`src/rtl/serial_adder_pkg.sv`:
```
// serial_adder_pkg: shared FSM state type and width limit for the bit-serial adder
package serial_adder_pkg;
  localparam int WIDTH_MAX = 64;
  typedef enum logic [1:0] {IDLE = 2'd0, RUN = 2'd1, DONE = 2'd2} state_t;
endpackage

```
`src/rtl/serial_adder_ctrl_if.sv`:
```
// serial_adder_ctrl_if: operand/result valid-ready handshake bundle for serial_adder_ctrl
interface serial_adder_ctrl_if #(parameter int WIDTH = 8);
  logic             in_valid;
  logic             in_ready;
  logic [WIDTH-1:0] a;
  logic [WIDTH-1:0] b;
  logic             cin;
  logic             out_valid;
  logic             out_ready;
  logic [WIDTH-1:0] sum;
  logic             cout;
  logic             ovf;
  modport master (output in_valid, a, b, cin, out_ready, input in_ready, out_valid, sum, cout, ovf);
  modport slave (input in_valid, a, b, cin, out_ready, output in_ready, out_valid, sum, cout, ovf);
endinterface

```
`src/rtl/serial_adder_ctrl_fa.sv`:
```
// full_adder_usingdecoder: combinational full adder built from a 3:8 one-hot decode of {a,b,c}
module full_adder_usingdecoder (
  input  logic [2:0] in,
  output logic       sum,
  output logic       carry
);
  logic [7:0] dec;
  assign dec   = 8'b1 << in;
  assign sum   = dec[1] | dec[2] | dec[4] | dec[7];
  assign carry = dec[3] | dec[5] | dec[6] | dec[7];
endmodule

```
`src/rtl/serial_adder_ctrl.sv`:
```
// serial_adder_ctrl: bit-serial WIDTH-bit adder, LSB first; SERIAL_ADDER_OVF_EN adds signed overflow
module serial_adder_ctrl
  import serial_adder_pkg::*;
#(
  parameter int WIDTH = 8
) (
  input logic               clk,
  input logic               rst,
  serial_adder_ctrl_if.slave bus
);
  localparam int CW = $clog2(WIDTH + 1);
  localparam logic [CW-1:0] LAST = CW'(WIDTH - 1);
  if (WIDTH < 1 || WIDTH > WIDTH_MAX) begin : g_bad_width
    $error("serial_adder_ctrl: WIDTH out of range");
  end
  state_t           state_q, state_d;
  logic [WIDTH-1:0] a_sh_q, a_sh_d, b_sh_q, b_sh_d, sum_sh_q, sum_sh_d, sum_q, sum_d;
  logic [CW-1:0]    cnt_q, cnt_d;
  logic             carry_q, carry_d, cout_q, cout_d;
  logic             s, c, accept, last;
  full_adder_usingdecoder u_fa (.in({a_sh_q[0], b_sh_q[0], carry_q}), .sum(s), .carry(c));
  assign accept = state_q == IDLE && bus.in_valid;
  assign last   = state_q == RUN && cnt_q == LAST;
  // next state: accept in IDLE, leave RUN after the last bit, release DONE on out_ready
  always_comb begin
    state_d = state_q;
    unique case (state_q)
      IDLE:    state_d = bus.in_valid ? RUN : IDLE;
      RUN:     state_d = (cnt_q == LAST) ? DONE : RUN;
      DONE:    state_d = bus.out_ready ? IDLE : DONE;
      default: state_d = IDLE;
    endcase
  end
  // datapath: load operands on accept, shift one bit per RUN edge, latch result on the last bit
  always_comb begin
    a_sh_d   = a_sh_q;
    b_sh_d   = b_sh_q;
    sum_sh_d = sum_sh_q;
    carry_d  = carry_q;
    cnt_d    = cnt_q;
    sum_d    = sum_q;
    cout_d   = cout_q;
    if (accept) begin
      a_sh_d  = bus.a;
      b_sh_d  = bus.b;
      carry_d = bus.cin;
      cnt_d   = '0;
    end else if (state_q == RUN) begin
      a_sh_d   = a_sh_q >> 1;
      b_sh_d   = b_sh_q >> 1;
      sum_sh_d = (sum_sh_q >> 1) | (WIDTH'(s) << (WIDTH - 1));
      carry_d  = c;
      cnt_d    = cnt_q + 1'b1;
      sum_d    = last ? sum_sh_d : sum_q;
      cout_d   = last ? c : cout_q;
    end
  end
  // state and datapath registers, reset wins over everything
  always_ff @(posedge clk) begin
    state_q  <= rst ? IDLE : state_d;
    a_sh_q   <= rst ? '0 : a_sh_d;
    b_sh_q   <= rst ? '0 : b_sh_d;
    sum_sh_q <= rst ? '0 : sum_sh_d;
    carry_q  <= rst ? 1'b0 : carry_d;
    cnt_q    <= rst ? '0 : cnt_d;
    sum_q    <= rst ? '0 : sum_d;
    cout_q   <= rst ? 1'b0 : cout_d;
  end
  assign bus.in_ready  = state_q == IDLE;
  assign bus.out_valid = state_q == DONE;
  assign bus.sum       = sum_q;
  assign bus.cout      = cout_q;
`ifdef SERIAL_ADDER_OVF_EN
  logic cim_q, cim_d;
  // carry into the MSB is the carry register value during the last RUN cycle
  always_comb cim_d = last ? carry_q : cim_q;
  // carry-into-MSB register
  always_ff @(posedge clk) cim_q <= rst ? 1'b0 : cim_d;
  assign bus.ovf = cim_q ^ cout_q;
`else
  assign bus.ovf = 1'b0;
`endif
endmodule
```
`src/flat_wrapper.sv`:
```
// flat-port wrapper written by rule: the top's interface ports become plain ports
module serial_adder_ctrl_flat import serial_adder_pkg::*;
#(
  parameter int WIDTH = 8
)
  (clk, rst, bus_in_valid, bus_a, bus_b, bus_cin, bus_out_ready, bus_in_ready, bus_out_valid, bus_sum, bus_cout, bus_ovf);
  serial_adder_ctrl_if #(.WIDTH(WIDTH)) bus_i ();
  input logic clk;
  input logic rst;
  input wire logic [$bits(bus_i.in_valid)-1:0] bus_in_valid;
  input wire logic [$bits(bus_i.a)-1:0] bus_a;
  input wire logic [$bits(bus_i.b)-1:0] bus_b;
  input wire logic [$bits(bus_i.cin)-1:0] bus_cin;
  input wire logic [$bits(bus_i.out_ready)-1:0] bus_out_ready;
  output wire logic [$bits(bus_i.in_ready)-1:0] bus_in_ready;
  output wire logic [$bits(bus_i.out_valid)-1:0] bus_out_valid;
  output wire logic [$bits(bus_i.sum)-1:0] bus_sum;
  output wire logic [$bits(bus_i.cout)-1:0] bus_cout;
  output wire logic [$bits(bus_i.ovf)-1:0] bus_ovf;
  assign bus_i.in_valid = bus_in_valid;
  assign bus_i.a = bus_a;
  assign bus_i.b = bus_b;
  assign bus_i.cin = bus_cin;
  assign bus_i.out_ready = bus_out_ready;
  assign bus_in_ready = bus_i.in_ready;
  assign bus_out_valid = bus_i.out_valid;
  assign bus_sum = bus_i.sum;
  assign bus_cout = bus_i.cout;
  assign bus_ovf = bus_i.ovf;
  serial_adder_ctrl #(.WIDTH(WIDTH)) u_core (.clk(clk), .rst(rst), .bus(bus_i));
endmodule
```
`config.mk`:
```
export PLATFORM = sky130hd
export DESIGN_NAME = serial_adder_ctrl_flat
export DESIGN_NICKNAME = d
export VERILOG_FILES = /design/src/rtl/serial_adder_pkg.sv /design/src/rtl/serial_adder_ctrl_if.sv /design/src/rtl/serial_adder_ctrl_fa.sv /design/src/rtl/serial_adder_ctrl.sv /design/src/flat_wrapper.sv
export SDC_FILE = /design/constraint.sdc
export NUM_CORES = 1
export LEC_CHECK = 0
export ABC_AREA = 1
export CAP_MARGIN = 5
export CORE_ASPECT_RATIO = 1.4
export CORE_MARGIN = 3
export CORE_UTILIZATION = 45
export CTS_CLUSTER_DIAMETER = 120
export DETAILED_ROUTE_END_ITERATION = 8
export PLACE_DENSITY = 0.72
export SLEW_MARGIN = 30
export SYNTH_ARGS = -nofsm -noshare
export SYNTH_HDL_FRONTEND = slang
export SYNTH_SLANG_ARGS = --single-unit
export TNS_END_PERCENT = 10
```
`constraint.sdc`:
```
create_clock -name clk -period 1.1 [get_ports clk]
set_input_delay 0.11 -clock clk [delete_from_list [all_inputs] [get_ports clk]]
set_output_delay 0.11 -clock clk [all_outputs]
set_load 0.03 [all_outputs]
```
# After elaboration in Yosys (flattened, before gate mapping)

Cells that the tools add are included.

Flip-flop bits (word level): 40
Word-level logic and storage cells: 38

Bitwise operators: 8
Add/sub/neg operators: 1
Reduce and logical (&&, ||, !) cells: 7
Mux-type cells: 10
Equal/unequal tests: 3
Shift-type cells: 1

Operators by type and width:

| kind                | number |
|---|---|
| $mux 8              | 4 |
| $or 7x8->8          | 1 |
| $shl 1x3->8 const A | 1 |
| $or 1x1->1          | 6 |
| $pmux 2 s3          | 1 |
| $add 4x1->4 const B | 1 |
| $eq 4x3->1 const B  | 1 |
| $mux 2              | 2 |
| $mux 1              | 3 |
| $reduce_and 3->1    | 1 |
| $eq 2x1->1 const B  | 1 |
| $eq 2x2->1 const B  | 1 |
| $logic_and 1x1->1   | 2 |
| $logic_not 2->1     | 1 |
| $reduce_and 2->1    | 1 |
| $reduce_bool 2->1   | 1 |
| $reduce_or 2->1     | 1 |
| $not 1->1           | 1 |

# Logic depth before layout (Yosys ltp)

Gate-level depths: netlist of run 1.

Depth after elaboration: 6
Mapped depth: 7

# Modules after synthesis

From an unflattened synthesis of run 1, not the netlist that was laid out.

Cell total of the unflattened synthesis: 266
Area total of the unflattened synthesis: 1879.3 sq um

Modules (own cells, without submodules):

| module                  | sequential area each (sq um) | cells each | times used | area an instance (sq um) |
|---|---|---|---|---|
| serial_adder_ctrl       | 780.7                        | 265        | 1          | 1859.3 |
| full_adder_usingdecoder | 0.0                          | 1          | 1          | 20.0 |

# Worst setup path after synthesis of run 1

No wires, ideal clock.

Path kind: register to register
Start point: reg u_core.carry_q
End point: reg u_core.sum_q[7] (netlist: u_core.bus.sum[7])
Stages on the path, launching flop included: 5
Path slack: -0.057 ns
Arrival: 1.030 ns
Path buffers: 0
Path through: dfxtp_1 -> fa_1 -> nand3b_1 -> nand2_1 -> nor2_1

Longest elaborated chain between the ends: 5

RTL lines:

| element                  | RTL line                  | source |
|---|---|---|
| start: declaration       | serial_adder_ctrl.sv:19   | `logic carry_q, carry_d, cout_q, cout_d;` |
| start signal: assignment | serial_adder_ctrl.sv:64   | `carry_q <= rst ? 1'b0 : carry_d;` |
| $shl 1x3->8 (*)          | serial_adder_ctrl_fa.sv:8 | `assign dec = 8'b1 << in;` |
| $or 1x1->1 (2 in series) | serial_adder_ctrl_fa.sv:9 | `assign sum = dec[1] \| dec[2] \| dec[4] \| dec[7];` |
| $or 1x1->1 (*)           | serial_adder_ctrl_fa.sv:9 |  |
| via u_core.s             | serial_adder_ctrl.sv:20   | `logic s, c, accept, last;` |
| $or 7x8->8 (*)           | serial_adder_ctrl.sv:51   | `sum_sh_d = (sum_sh_q >> 1) \| (WIDTH'(s) << (WIDTH - 1));` |
| end signal: assignment   | serial_adder_ctrl.sv:66   | `sum_q <= rst ? '0 : sum_d;` |
| end: declaration         | serial_adder_ctrl.sv:17   | `logic [WIDTH-1:0] a_sh_q, a_sh_d, b_sh_q, b_sh_d, sum_sh_q, sum_sh_d, sum_q, sum_d;` |

Mark *: on every way through the listed nets, which the timed path passes. The rest lies on a longest branch.
A chain may end at the register's enable or synchronous reset.

# Worst setup path in the final report of run 1

Start point: reg u_core.state_q[0]
End point: out bus_out_valid

Longest elaborated chain between the ends: 1

RTL lines:

| element                  | RTL line                | source |
|---|---|---|
| start: declaration       | serial_adder_ctrl.sv:16 | `state_t state_q, state_d;` |
| start signal: assignment | serial_adder_ctrl.sv:60 | `state_q <= rst ? IDLE : state_d;` |
| $eq 2x2->1               | serial_adder_ctrl.sv:70 | `assign bus.out_valid = state_q == DONE;` |
| end: declaration         | flat_wrapper.sv:16      | `output wire logic [$bits(bus_i.out_valid)-1:0] bus_out_valid;` |

Every way passes these cells.

==> results.py, run 1 <==
metrics = {
    "critical_path": {
        "critPathRequiredTime_ps": 990,
        "critPathKind": "register to output pin",
        "r2r-end": "u_core.bus.sum[7]",
        "crit_fanout": 4,
        "arrival_ps": 1120,
        "reg2reg_slack_ps": -80,
        "endpoint_kind": "output pin",
        "cp-endpoint": "bus_out_valid",
        "critPathLaunchType": "register",
        "crit_start": "u_core.state_q[0]",
        "r2r_cells": 4,
        "crit-reg2reg-launch": "u_core.a_sh_q[0]",
    },
    "place": {
        "portBuffers": 31,
        "hpwl_mm": 2.86,
        "place.gp.congestion": 0.763,
    },
    "clock_tree": {
        "clk_path_buf_depth": 2,
        "cts_tree": "built",
        "clkSinkCount": 39,
        "clkTransAtPathRegs_ps": 80,
        "numCtsBuffers": 5,
        "hold_buffers": 0,
        "root_buffer": "clkbuf_8",
        "cts.htree.levels": 2,
        "clock_latency_ps": 290,
    },
    "global_routing": {
        "grt-ovfl-total": 0,
        "first_global_vias": 1694,
        "grt_usage": 0.181,
        "grt-busiest-layer": "met2",
        "grt_antenna_before_repair": 0,
        "use_met2": 0.307,
        "grt_max_degree": 28,
        "met3_usage": 0.0464,
        "grt_pass1_wl_mm": 7.27,
        "met1_usage": 0.204,
    },
    "yosys": {
        "synth-compound-area-share": 0.111,
        "ys_ff_latch": 39,
        "synth_top_family_by_area": "simple AND/OR/NAND/NOR gates",
        "ys_types": 26,
        "postSynthCellCount": 271,
        "synth_mux_area_frac": 0,
        "avgSynthCellArea_um2": 7.21,
        "syn-num-nets": 294,
        "synth-adder-area-share": 0.0167,
        "syn-cell-area_mm2": 0.00195,
        "synth_xor_area_frac": 0.00448,
        "synth-simple-area-share": 0.334,
        "yosysWarnings": 0,
        "synth.yosys.seq_area_share": 0.400,
    },
    "sta": {
        "maxSlewViolCount": 0,
        "setup_viol": 29,
        "setup_tns_ps": -1040,
        "min_period_ps": 1230,
        "fin_ws_ps": -129,
        "max_freq_mhz": 814,
        "rsz0062_at_grt": "true",
        "fin_crit_sh": 1.12,
        "holdWs_ps": 374,
        "finClkSkew_ps": 3.63,
        "hold_viol_final": 0,
    },
    "floorplan": {
        "io_pins": 33,
        "coreArea_mm2": 0.00405,
        "die_x_um": 61.7,
        "dieArea_mm2": 0.00518,
        "start_util": 0.482,
        "rows": 27,
        "chipHeight_um": 84.0,
    },
    "layout": {
        "nNetsFinal": 348,
        "area_delta_synth_final_pct": 36.8,
        "diodes": 0,
        "utilization": 0.659,
        "drive_above_1_share": 0.261,
    },
    "route": {
        "drt-vias-per-instance": 4.89,
        "drtIter0Drc": 64,
        "avgRoutedWirePerCell_um": 11.4,
        "drtPass1Iterations": 4,
        "drc": 0,
        "dr_total_vias": 1804,
        "wl_mm": 4.22,
        "postRouteAntennaNets": 0,
    },
    "power_and_ir_drop": {
        "powerDensity_mw_per_mm2": 1240,
        "total_leakage_power_nw": 1.24,
        "vdd_ir_drop_max_uv": 790,
    },
    "outcome": {
        "outcome": "finished with violations",
        "failed_checks": "negative setup slack",
    },
    "job": {
        "max_cap_viol_count": 0,
    },
    "min_path": {
        "worstHoldPathType": "primary input to register",
    },
}
metal layers:
layer	vias to the layer above	routed length (µm)
met5	-	0
met4	0	104
met3	10	158
met2	43	2210
met1	802	1740
li1	949	-
kinds of logic after synthesis:
group,count (synthesis)
and+or+nand+nor,144
buffers and inverters,51
DFF,39
AOI/OAI and AO/OA,33
adders and majority gates,2
xor gates and xnor gates,1
other,1
final cells by class:
class / count / area, µm²
Tap cell: 43 / 53.8
Timing Repair Buffer: 61 / 608
Inverter: 37 / 144
Clock inverter: 3 / 43.8
Clock buffer: 5 / 68.8
Sequential cell: 39 / 792
Fill cell: 350 / 1380
Multi-Input combinational cell: 181 / 961
power breakdown:
part           switching, mW  leakage [nW]  total, mW  internal (mW)
logic                  0.291         0.863      0.581          0.290
registers             0.0471         0.322       1.53           1.49
clock network          0.527        0.0581       1.20          0.675
critical path, stage by stage, from the launching register on:
cell and delay (ps):
dfxtp_4 370, buf_6 130, buf_6 110, nor2_4 80
buf_6 130
sequential cells by signal, summed over array words and instances, names as in the netlist:
signal           count
u_core.a_sh_q        8
u_core.b_sh_q        8
u_core.bus.cout      1
u_core.bus.sum       8
u_core.carry_q       1
u_core.cnt_q         4
u_core.state_q       2
u_core.sum_sh_q      7
worst min-delay path by stage:
| stage | start | to | cells past startpoint |
|---|---|---|---|
| 2_1_floorplan | bus_a[7] | u_core.a_sh_q[7] | 2 |
| 3_3_place_gp | u_core.sum_sh_q[1] | u_core.sum_sh_q[1] | 2 |
| 3_5_place_dp | u_core.sum_sh_q[1] | u_core.sum_sh_q[1] | 2 |
| 4_1_cts | bus_b[7] | u_core.b_sh_q[7] | 3 |
| 5_1_grt | bus_b[7] | u_core.b_sh_q[7] | 3 |
| 6_report | bus_b[7] | u_core.b_sh_q[7] | 3 |
synth_stat cells:
cell       n  area share
nand2_2    3      0.0096
nand2_4    2       0.012
o21ai_1    1      0.0026
xor2_1     1      0.0045
nor2_1    21       0.040
nand3_1   35       0.090
dfxtp_1   39        0.40
buf_4      2      0.0077
nor3b_2    1      0.0064
a21oi_2   11       0.049
clkbuf_1   1      0.0019
nand2_1   76        0.15
inv_1     35       0.067
a21oi_1   14       0.036
buf_2      5       0.013
ha_1       1      0.0064
buf_8      1      0.0077
o21ai_4    1      0.0083
inv_2      1      0.0019
nand3b_1   2      0.0077
inv_4      1      0.0032
fa_1       1       0.010
nor2_4     4       0.023
o21ai_0    6       0.015
buf_6      5       0.029
conb_1     1      0.0019
per-stage QoR:
| stage | worst slack, ps | total power [mW] | cell area [µm²] | std cells |
|---|---|---|---|---|
| floorplan | -47.9 | 1.90 | 1950 | 271 |
| global placement | -194 | 2.08 | 2410 | 354 |
| detailed placement | -232 | 2.09 | 2410 | 354 |
| CTS | -140 | 3.33 | 2610 | 368 |
| global route | -183 | 3.49 | 2670 | 369 |
| finish | -129 | 3.32 | 2670 | 369 |
what timing repair did:
action / in CTS / in global routing
endpoints found under the setup margin: 40 / 40
pin swaps: 4 / 5
setup buffers: 6 / 1
resized for setup: 15 / 13
placed cells by master, fill, tap and decap left out:
| master | netlist | layout |
|---|---|---|
| dfxtp_1 | 39 | 34 |
| bufinv_16 | 0 | 1 |
| o21ai_1 | 1 | 1 |
| a21oi_1 | 14 | 13 |
| nand3_1 | 35 | 35 |
| o21ai_0 | 6 | 6 |
| nand2_1 | 76 | 74 |
| dfxtp_2 | 0 | 3 |
| buf_4 | 2 | 27 |
| buf_12 | 0 | 5 |
| inv_1 | 35 | 34 |
| clkbuf_8 | 0 | 5 |
| nor3b_2 | 1 | 1 |
| dfxtp_4 | 0 | 2 |
| nand2_8 | 0 | 1 |
| nor2_4 | 4 | 4 |
| buf_8 | 1 | 1 |
| nand3b_1 | 2 | 2 |
| clkinv_2 | 0 | 1 |
| nand2_4 | 2 | 3 |
| buf_6 | 5 | 8 |
| ha_4 | 0 | 1 |
| o21ai_4 | 1 | 1 |
| fa_1 | 1 | 1 |
| conb_1 | 1 | 1 |
| xor2_1 | 1 | 1 |
| nand2_2 | 3 | 3 |
| clkinv_4 | 0 | 1 |
| nor2_2 | 0 | 2 |
| inv_2 | 1 | 2 |
| a21oi_2 | 11 | 12 |
| inv_6 | 0 | 1 |
| clkdlybuf4s50_1 | 0 | 20 |
| nor2_1 | 21 | 19 |
(Power assumes the default switching activity.)
==> inputs of run 2 (changes only) <==
--- a/config.mk
+++ b/config.mk
@@ -12,7 +12,7 @@
 export CORE_UTILIZATION = 45
 export CTS_CLUSTER_DIAMETER = 120
 export DETAILED_ROUTE_END_ITERATION = 8
-export PLACE_DENSITY = 0.72
+export PLACE_DENSITY = 0.69
 export SLEW_MARGIN = 30
 export SYNTH_ARGS = -nofsm -noshare
 export SYNTH_HDL_FRONTEND = slang
==> constraint.sdc (replaced) <==
create_clock -name clk -period 1.2 [get_ports clk]
set_input_delay 0.12 -clock clk [delete_from_list [all_inputs] [get_ports clk]]
set_output_delay 0.12 -clock clk [all_outputs]
set_load 0.03 [all_outputs]
==> results.py, run 2 (synthesis results as in run 1) <==
metrics = {
    "critical_path": {
        "endpoint_kind": "register",
        "path_buf_inv": 1,
        "r2r-end": "u_core.bus.cout",
        "reg2reg_slack_ps": 9,
        "slowest_stage": "dfxtp_2",
        "crit-reg2reg-launch": "u_core.cnt_q[1]",
        "crit_family": "simple AND/OR/NAND/NOR gates",
        "critPathMaxStageDelay_ps": 360,
        "critPathLaunchType": "register",
        "arrival_ps": 1370,
        "critPathKind": "register to register",
        "critPathRequiredTime_ps": 1380,
        "crit_chain": "ha_4 > nand2_4 > nor2_4 > buf_12 > nand3b_1 > nand2_1 > nor2_1",
        "crit_fanout": 6,
        "r2r_cells": 7,
    },
    "clock_tree": {
        "root_buffer": "clkbuf_8",
        "clkTransAtPathRegs_ps": 70,
        "hold_buffers": 0,
        "clock_latency_ps": 290,
        "clk_path_buf_depth": 2,
        "cts.htree.levels": 2,
        "clkSinkCount": 39,
        "numCtsBuffers": 5,
        "cts_tree": "built",
    },
    "power_and_ir_drop": {
        "comb_power_share": 0.178,
        "power_frac_clock": 0.336,
        "vdd_ir_drop_max_uv": 608,
        "total_leakage_power_nw": 1.24,
        "powerDensity_mw_per_mm2": 1100,
        "p_total_mw": 2.89,
        "switching_power_mw": 0.748,
        "seq_power_share": 0.486,
        "p_int_mw": 2.14,
        "swShare": 0.258,
    },
    "route": {
        "drc": 0,
        "avgRoutedWirePerCell_um": 11.1,
        "postRouteAntennaNets": 0,
        "dr_total_vias": 1771,
        "drt-vias-per-instance": 4.84,
        "drtPass1Iterations": 4,
        "drtIter0Drc": 39,
        "wl_mm": 4.08,
    },
    "sta": {
        "holdWs_ps": 388,
        "rsz0062_at_grt": "true",
        "fin_ws_ps": 9.43,
        "finClkSkew_ps": 2.80,
        "hold_viol_final": 0,
        "fin_crit_sh": 0.992,
        "min_period_ps": 1190,
        "max_freq_mhz": 840,
        "setup_viol": 0,
        "maxSlewViolCount": 0,
        "setup_tns_ps": 0,
    },
    "global_routing": {
        "grt-ovfl-total": 0,
        "first_global_vias": 1734,
        "grt_antenna_before_repair": 0,
        "grt_pass1_wl_mm": 7.26,
        "grt_usage": 0.181,
        "grt_max_degree": 28,
    },
    "min_path": {
        "worstHoldPathType": "primary input to register",
        "whs_path_depth": 3,
        "hp-start": "bus_b[7]",
        "hold_end": "u_core.b_sh_q[7]",
    },
    "layout": {
        "area_delta_synth_final_pct": 34.6,
        "utilization": 0.648,
        "final_cell_count_no_fill": 366,
        "final_area_mm2": 0.00263,
        "diodes": 0,
        "fill_cells": 376,
        "drive_above_1_share": 0.220,
        "final_common_cell": "nand2_1",
        "nNetsFinal": 345,
        "layout_common_cells": "nand2_1 (73), inv_1 (35), nand3_1 (35)",
    },
    "floorplan": {
        "io_pins": 33,
        "start_util": 0.482,
        "die_x_um": 61.7,
        "dieArea_mm2": 0.00518,
        "coreArea_mm2": 0.00405,
        "chipHeight_um": 84.0,
        "rows": 27,
    },
    "job": {
        "max_cap_viol_count": 0,
    },
    "place": {
        "dp.cells": 352,
        "hpwl_mm": 2.78,
        "portBuffers": 31,
        "place.gp.congestion": 0.760,
        "place_area_mm2": 0.00242,
        "dp_worst_setup_slack_ps": -136,
    },
    "outcome": {
        "outcome": "finished, final reports clean",
    },
}
==> run 2: cell types whose count changed in the layout (fill, tap and decap cells not counted), sizes merged <==
cell / previous run / this run
buf: 41 / 29
bufinv: 1 / 0
clkbuf: 5 / 8
clkdlybuf4s15: 0 / 1
clkinv: 2 / 0
dlygate4sd2: 0 / 8
==> run 2: timing repair <==
action,4_1_cts,5_1_grt
gates resized for setup,22,12
setup buffers,2,4
setup endpoints to repair,38,24
pin swaps,1,9
==> run 2: per-layer routing <==
metal | track usage | vias up | wire [µm]
met5 | 0 | - | 0
met4 | 0.0695 | 0 | 81
met3 | 0.0418 | 9 | 163
met2 | 0.306 | 39 | 2040
met1 | 0.212 | 785 | 1790
li1 | - | 938 | -
==> run 2: power by group through the flow <==
stage	Sequential [mW]	Combinational [mW]	Clock, mW
final	1.41	0.516	0.971
after global routing	1.41	0.577	1.06
after CTS	1.41	0.503	0.999
after detailed placement	1.44	0.481	0
after global placement	1.44	0.475	0
after floorplan	1.42	0.317	0
==> run 2: layout make-up <==
cell class,instances,area [µm²],area share
clock buffer,8,100,0.0381
inverter,37,141,0.0538
multi-input combinational,181,956,0.364
sequential,39,795,0.302
tap,43,53.8,0.0205
timing repair buffer,58,583,0.222
==> run 2: how the worst max path moves through the flow <==
stage,slack (ps),depth (start not counted),endpoint,startpoint
3_3_place_gp,-110,5,u_core.a_sh_q[5],bus_in_valid
4_1_cts,-50,3,bus_in_ready,u_core.state_q[0]
3_5_place_dp,-140,5,u_core.a_sh_q[1],bus_in_valid
2_1_floorplan,40,4,u_core.bus.sum[7],u_core.carry_q
5_1_grt,-70,7,u_core.bus.sum[7],u_core.cnt_q[0]
6_report,9,7,u_core.bus.cout,u_core.cnt_q[1]
==> run 2: worst register-to-register path, stage by stage (launching register included) <==
cell and delay (ps):
dfxtp_2 360, ha_4 160, nand2_4 50, nor2_4 200, buf_12 140, nand3b_1 70
nand2_1 70, nor2_1 40
